===== src/rtl/cacheline_adaptor.sv =====
// Cache line <-> memory burst adaptor: deserialises read bursts into a line and
// serialises a write-back line into beats. ADAPTOR_ALIGN_EN forces line-aligned addresses.
module cacheline_adaptor #(
    parameter int unsigned LINE_W  = 256,
    parameter int unsigned BURST_W = 64,
    parameter int unsigned ADDR_W  = 32
) (
    input  logic               clk,
    input  logic               rst,
    // cache side
    input  logic [ADDR_W-1:0]  address_i,
    input  logic               read_i,
    input  logic               write_i,
    input  logic [LINE_W-1:0]  line_i,
    output logic [LINE_W-1:0]  line_o,
    output logic               resp_o,
    // memory side
    output logic [ADDR_W-1:0]  address_o,
    input  logic [BURST_W-1:0] burst_i,
    output logic [BURST_W-1:0] burst_o,
    output logic               read_o,
    output logic               write_o,
    input  logic               resp_i
);

    localparam int unsigned BEATS = LINE_W / BURST_W;
    localparam int unsigned CNT_W = (BEATS > 1) ? $clog2(BEATS) : 1;

    // Reject geometries the beat counter cannot express exactly.
    generate
        if (BEATS < 2 || (BEATS & (BEATS - 1)) != 0 || (LINE_W % BURST_W) != 0) begin : g_bad_cfg
            $error("cacheline_adaptor: LINE_W/BURST_W must be a power of two >= 2");
        end
    endgenerate

    typedef enum logic [1:0] {
        IDLE  = 2'd0,
        READ  = 2'd1,
        WRITE = 2'd2,
        DONE  = 2'd3
    } state_e;

    state_e                          state_q, state_d;
    logic [CNT_W-1:0]                cnt_q, cnt_d;
    logic [ADDR_W-1:0]               addr_q, addr_d;
    logic [BEATS-1:0][BURST_W-1:0]   wline_q, wline_d;
    logic [BEATS-1:0][BURST_W-1:0]   rline_q, rline_d;
    logic [BURST_W-1:0]              burst_q, burst_d;
    logic                            read_q, read_d;
    logic                            write_q, write_d;
    logic                            resp_q, resp_d;
    logic                            last_beat_c;
    logic [ADDR_W-1:0]               addr_in_c;

`ifdef ADAPTOR_ALIGN_EN
    localparam int unsigned OFF_W = $clog2(LINE_W / 8);
    assign addr_in_c = {address_i[ADDR_W-1:OFF_W], OFF_W'(0)};
`else
    assign addr_in_c = address_i;
`endif

    assign last_beat_c = (cnt_q == CNT_W'(BEATS - 1));

    // Next-state, datapath and Moore output decode from the next state.
    always_comb begin
        state_d = state_q;
        cnt_d   = cnt_q;
        addr_d  = addr_q;
        wline_d = wline_q;
        rline_d = rline_q;
        burst_d = burst_q;

        case (state_q)
            IDLE: begin
                if (write_i) begin
                    addr_d  = addr_in_c;
                    wline_d = line_i;
                    cnt_d   = '0;
                    state_d = WRITE;
                end else if (read_i) begin
                    addr_d  = addr_in_c;
                    cnt_d   = '0;
                    state_d = READ;
                end
            end
            READ: begin
                if (resp_i) begin
                    rline_d[cnt_q] = burst_i;
                    if (last_beat_c) begin
                        state_d = DONE;
                    end else begin
                        cnt_d = cnt_q + CNT_W'(1);
                    end
                end
            end
            WRITE: begin
                if (resp_i) begin
                    if (last_beat_c) begin
                        state_d = DONE;
                    end else begin
                        cnt_d = cnt_q + CNT_W'(1);
                    end
                end
            end
            DONE: begin
                state_d = IDLE;
            end
            default: begin
                state_d = IDLE;
            end
        endcase

        read_d  = (state_d == READ);
        write_d = (state_d == WRITE);
        resp_d  = (state_d == DONE);
        // Present the beat the memory will see in the coming WRITE cycle.
        if (state_d == WRITE) begin
            burst_d = wline_d[cnt_d];
        end
    end

    always_ff @(posedge clk) begin
        if (rst) begin
            state_q <= IDLE;
            cnt_q   <= '0;
            addr_q  <= '0;
            wline_q <= '0;
            rline_q <= '0;
            burst_q <= '0;
            read_q  <= 1'b0;
            write_q <= 1'b0;
            resp_q  <= 1'b0;
        end else begin
            state_q <= state_d;
            cnt_q   <= cnt_d;
            addr_q  <= addr_d;
            wline_q <= wline_d;
            rline_q <= rline_d;
            burst_q <= burst_d;
            read_q  <= read_d;
            write_q <= write_d;
            resp_q  <= resp_d;
        end
    end

    assign line_o    = rline_q;
    assign resp_o    = resp_q;
    assign address_o = addr_q;
    assign burst_o   = burst_q;
    assign read_o    = read_q;
    assign write_o   = write_q;

endmodule


===== config.mk =====
export PLATFORM = sky130hd
export DESIGN_NAME = cacheline_adaptor
export DESIGN_NICKNAME = d
export VERILOG_FILES = /design/src/rtl/cacheline_adaptor.sv
export SDC_FILE = /design/constraint.sdc
export NUM_CORES = 1
export LEC_CHECK = 0
export CORE_AREA = 2 2 275 277
export DETAILED_ROUTE_END_ITERATION = 10
export DIE_AREA = 0 0 277 279
export GPL_TIMING_DRIVEN = 0
export PLACE_DENSITY = 0.62
export SYNTH_ARGS = -nofsm -noshare
export SYNTH_HDL_FRONTEND = slang
export SYNTH_SLANG_ARGS = --single-unit

===== constraint.sdc =====
create_clock -name clk -period 3 [get_ports clk]
set_clock_uncertainty 0.2 [all_clocks]
set_input_delay 0.75 -clock clk [delete_from_list [all_inputs] [get_ports clk]]
set_output_delay 0.75 -clock clk [all_outputs]
set_load 0.02 [all_outputs]

== Word-level counts from Yosys, hierarchy flattened ==
Index checks and enable logic that the tools add are counted.

* Register bits: 615

* $add $sub $neg: 1
* Magnitude comparators: 3
* Equal/unequal tests: 7
* Muxes and demuxes: 19
* Reductions and logical operators: 6

{| class="wikitable"
|+ Operator list
! kind !! number
|-
| $mux W256 || 2
|-
| $bwmux W256 || 1
|-
| $bmux W64 S2 || 1
|-
| $demux W64 S2 || 1
|-
| $mux W64 || 2
|-
| $mux W32 || 2
|-
| $mux W2 || 8
|-
| $eq A2 B2 Y1 const B || 5
|-
| $lt A2 B3 Y1 const B || 2
|-
| $pmux W2 S3 || 1
|-
| $eq A2 B1 Y1 const B || 2
|-
| $pmux W2 S2 || 1
|-
| $reduce_and A2 Y1 || 2
|-
| $add A2 B1 Y2 const B || 1
|-
| $ge A2 B1 Y1 const B || 1
|-
| $logic_not A2 Y1 || 1
|-
| $reduce_bool A2 Y1 || 1
|-
| $reduce_or A2 Y1 || 1
|-
| $logic_and A1 B1 Y1 || 1
|}

== Logic depth before layout (Yosys ltp) ==
* Depth after elaboration: 6
* Depth in mapped cells: 10

== Worst setup path after synthesis ==
No wires, ideal clock.

* Path kind: input -> register
* From: input write_i
* To: register burst_q[34], in the netlist burst_o[34]
* Library setup time: 0.081 ns
* Arrival time: 2.378 ns
* Slack: 0.341 ns
* Cell stages on the path: 8
* Path buffers: 3
* Path through: buf_2 > nor3b_1 > o21ai_1 > o21ai_1 > buf_6 > buf_6 > mux4_2 > a211oi_2

* Word-level cells in the longest chain between the ends: 4
* Elaborated cells on any way between the ends: 9
* Those cells by class: 1 x eq/ne; 8 x mux

{| class="wikitable"
|+ Ends and longest elaborated chain
! what !! RTL line !! RTL
|-
| from (decl) || 13 || <nowiki>input logic write_i,</nowiki>
|-
| $mux W2 / $mux W256 (equally long branches) || 75 || <nowiki>if (write_i) begin</nowiki>
|-
| $pmux W2 S2 / $mux W256 (equally long branches) || 73 || <nowiki>case (state_q)</nowiki>
|-
| $bmux W64 S2 || 118 || <nowiki>burst_d = wline_d[cnt_d];</nowiki>
|-
| $mux W64 (not written as such) || 118 ||
|-
| to (signal assigned) || 139 || <nowiki>burst_q <= burst_d;</nowiki>
|-
| to (decl) || 48 || <nowiki>logic [BURST_W-1:0] burst_q, burst_d;</nowiki>
|}

Parallel ways exist; a longest one is shown, timed or not. The select of a mux whose other input is x is not followed.
A chain may end at the register's enable or synchronous reset.

== Worst setup path after layout ==
* From: input resp_i
* To: register rline_q (netlist bit line_o[178])

* Word-level cells in the longest chain between the ends: 1

{| class="wikitable"
|+ Ends and longest elaborated chain
! what !! RTL line !! RTL
|-
| from (decl) || 23 || <nowiki>input logic resp_i</nowiki>
|-
| $reduce_and A2 Y1 (no source line) || - ||
|-
| to (signal assigned) || 138 || <nowiki>rline_q <= rline_d;</nowiki>
|-
| to (decl) || 47 || <nowiki>logic [BEATS-1:0][BURST_W-1:0] rline_q, rline_d;</nowiki>
|}

Every way passes these cells.

==> key figures <==
GRT
  • GRT overflow: 0
  • Met1 GRT Util: 0.286
  • Vias in the first global route: ~20000
  • Met2 Use GR: 0.430
  • Initial antenna violation count: 16
  • GRT busiest layer: met2
  • GR Util All Layers: 0.248
  • Pin count of the biggest net entering global routing: 14
  • First-pass GRT wire length: ~140000 um
  • Grt met3 use: 0.0874

Clocking
  • Clk sink count: 615
  • Clock root buffer: clkbuf_16
  • Reg clk slew, reported paths: ~60 ps
  • Clock Latency Late Sink: just over 600 ps
  • CTS H-tree depth: 3
  • CTS max path bufs: 3
  • Clock buffer count from CTS: slightly above 70
  • CTS tree: built
  • Hold Buf Count CTS: 0

Timing
  • Final Max Slew Viols: 0
  • F_max: around 0.34 GHz
  • Slew @ Worst Pin: ~1000 ps
  • Final Hold Viols: 0
  • Setup-failing EPs final: 0
  • Final period utilization: 0.992
  • Fin crit period: between 2000 and 3000 ps
  • Worst hold slack: ~250 ps
  • Slew headroom: 0.314
  • RSZ-0062 raised after global routing: yes

Logic synthesis
  • Mapped Area: between 0.02 and 0.025 mm^2
  • Post-Syn Area per Cell: about 9.5 um^2
  • Syn nets: roughly 2800
  • Synth Instances: 2421
  • Synth async-reset ratio: 0
  • Synth top area share: 0.536
  • Register area share after synthesis: 0.536
  • Dominant cells by area after synthesis: dfxtp_1 (54%), mux2i_1 (11%), nand2_1 (9.5%)
  • Syn. warnings: 0
  • Leading area contributor after synthesis: dfxtp_1
  • EDFF count, synth: 0
  • Most frequent cell after synthesis: dfxtp_1
  • Top cells by instance count after synthesis: dfxtp_1 (615), nand2_1 (581), nor2_1 (325)
  • Most used DFF post-synth: dfxtp_1
  • FF+latch count, synth: around 620
  • Netlist cell types: 31

Setup path
  • CP Capture Type: flip-flop
  • Startpoint types: primary input
  • WS Path Type: primary input to flip-flop
  • Critical Path AT: approximately 3300 ps
  • Crit path max fanout: 10
  • CP Data Required Time: between 3000 and 4000 ps

Run
  • Max-Cap Viols: 0

Drt
  • WL/cell: 23.3 um
  • Vias/cell: just under 5
  • Iter 0 DRT Violations: between 1000 and 1500
  • Antenna Violating Nets Remaining: 0
  • WL final: a little under 100000 um
  • DRC viols: 0
  • Vias: just over 20000
  • DR pass1 iterations: 7

Floorplanning
  • Row cnt: 100
  • Num ports: 712
  • Die Footprint: about 0.077 mm^2
  • Core footprint: ~0.074 mm^2
  • Die H: 279 um
  • Chip Width: roughly 280 um
  • Starting Density: 0.310

Place
  • Gpl congestion: between 0.8 and 0.9
  • Detailed placement HPWL: between 70000 and 80000 um
  • Port-buffer cells: roughly 710

Final layout
  • FILL cells: a little over 7000
  • Area Growth Syn to Fin: 46.8%
  • Seq. cell area: 0.0123 mm^2
  • Area of the multi-input gates: around 0.01 mm^2
  • Ratio of cells with drive above 1 in the final layout: 0.0893
  • Final core utilization: 0.455
  • Nets: between 3000 and 4000

Run status
  • Outcome: complete, no violations

Power and ir drop
  • Total power: around 21000 uW
  • Pwr/cell area: around 600 mW/mm^2
  • Peak VDD IR: around 400 uV
  • Leak Pwr: 0.0129 uW

Worst hold path
  • Hold/Removal Path Class: flip-flop to flip-flop
-- per-stage QoR --
| stage | instances | worst slack, ps | setup TNS (ps) | instance area, um^2 |
|---|---|---|---|---|
| 2_1_floorplan | 2421 | 341 | 0 | 23000 |
| 3_3_place_gp | 4099 | -1140 | -252520 | 31300 |
| 3_5_place_dp | 4100 | -918 | -214430 | 31300 |
| 4_1_cts | 4225 | 38.7 | 0 | 33600 |
| 5_1_grt | 4235 | -3.64 | -4.89 | 33700 |
| 6_report | 4240 | 24.1 | 0 | 33700 |
-- layout make-up --
type | count | share of cell area
sequential | 615 | 0.365
multi-input combinational | 1615 | 0.292
timing repair buffer | 715 | 0.212
clock buffer | 101 | 0.0605
tap | 969 | 0.0359
buffer | 184 | 0.0262
clock inverter | 25 | 0.00760
antenna | 11 | 0.000816
inverter | 5 | 0.000556
-- report_power, final --
| group | internal [uW] | switching (uW) | leakage [uW] | total, uW |
|---|---|---|---|---|
| Sequential | 8590 | 165 | 0.00502 | 8750 |
| Combinational | 1460 | 1650 | 0.00671 | 3110 |
| Clock | 4960 | 3700 | 0.00113 | 8660 |
-- flip-flops by register name, summed over array words and instances (netlist names) --
signal     flops
address_o     32
burst_o       64
cnt_q          2
line_o       256
read_o         1
resp_o         1
state_q        2
wline_q      256
write_o        1
-- repair_timing --
item                                    4_1_cts  5_1_grt
resized for setup                            11       29
buffers inserted                              0        5
endpoints found under the setup margin       68       82
pin swaps                                     0        0
-- metal layers --
metal / up-vias / routed length (um)
li1: 9677 / -
met1: 9921 / 39600
met2: 731 / 47800
met3: 149 / 8860
met4: 12 / 2370
met5: - / 90
-- final timing paths --
path	from	endpoint	slack (ps)	depth (start not counted)
max	resp_i	line_o[178]	20	7
min	line_o[60]	line_o[60]	250	2
max reg2reg	state_q[0]	burst_o[19]	140	7
min reg2reg	line_o[60]	line_o[60]	250	2
-- placed cells by master (no fill, tap or decap), drive strengths merged, types with 6 or more instances in the layout --
cell           instances
nor2b                  6
clkbuf               239
nor2                 325
inv                    9
mux4                  64
clkinv                16
dfxtp                615
o21ai                  7
nand2                582
clkdlybuf4s50        709
buf                   50
a211oi                64
diode                 11
mux2i                256
a21oi                288
-- critical path, cell delays in order --
cell and delay [ps]:
clkdlybuf4s50_1 610, nand2_1 160, nor2_1 140, and2_1 620
clkbuf_1 590, nand2_1 250, a21oi_1 170
-- logic make-up after synthesis --
family,after synthesis,synth area share
flip-flops,615,0.536
adder cells (fa/ha/maj),3,0.00163
buffers and inverters,191,0.0370
AO/OA/AOI/OAI,362,0.0968
multiplexers,320,0.174
AND/OR/NAND/NOR,930,0.154
Power figures use the tool's default switching activity.
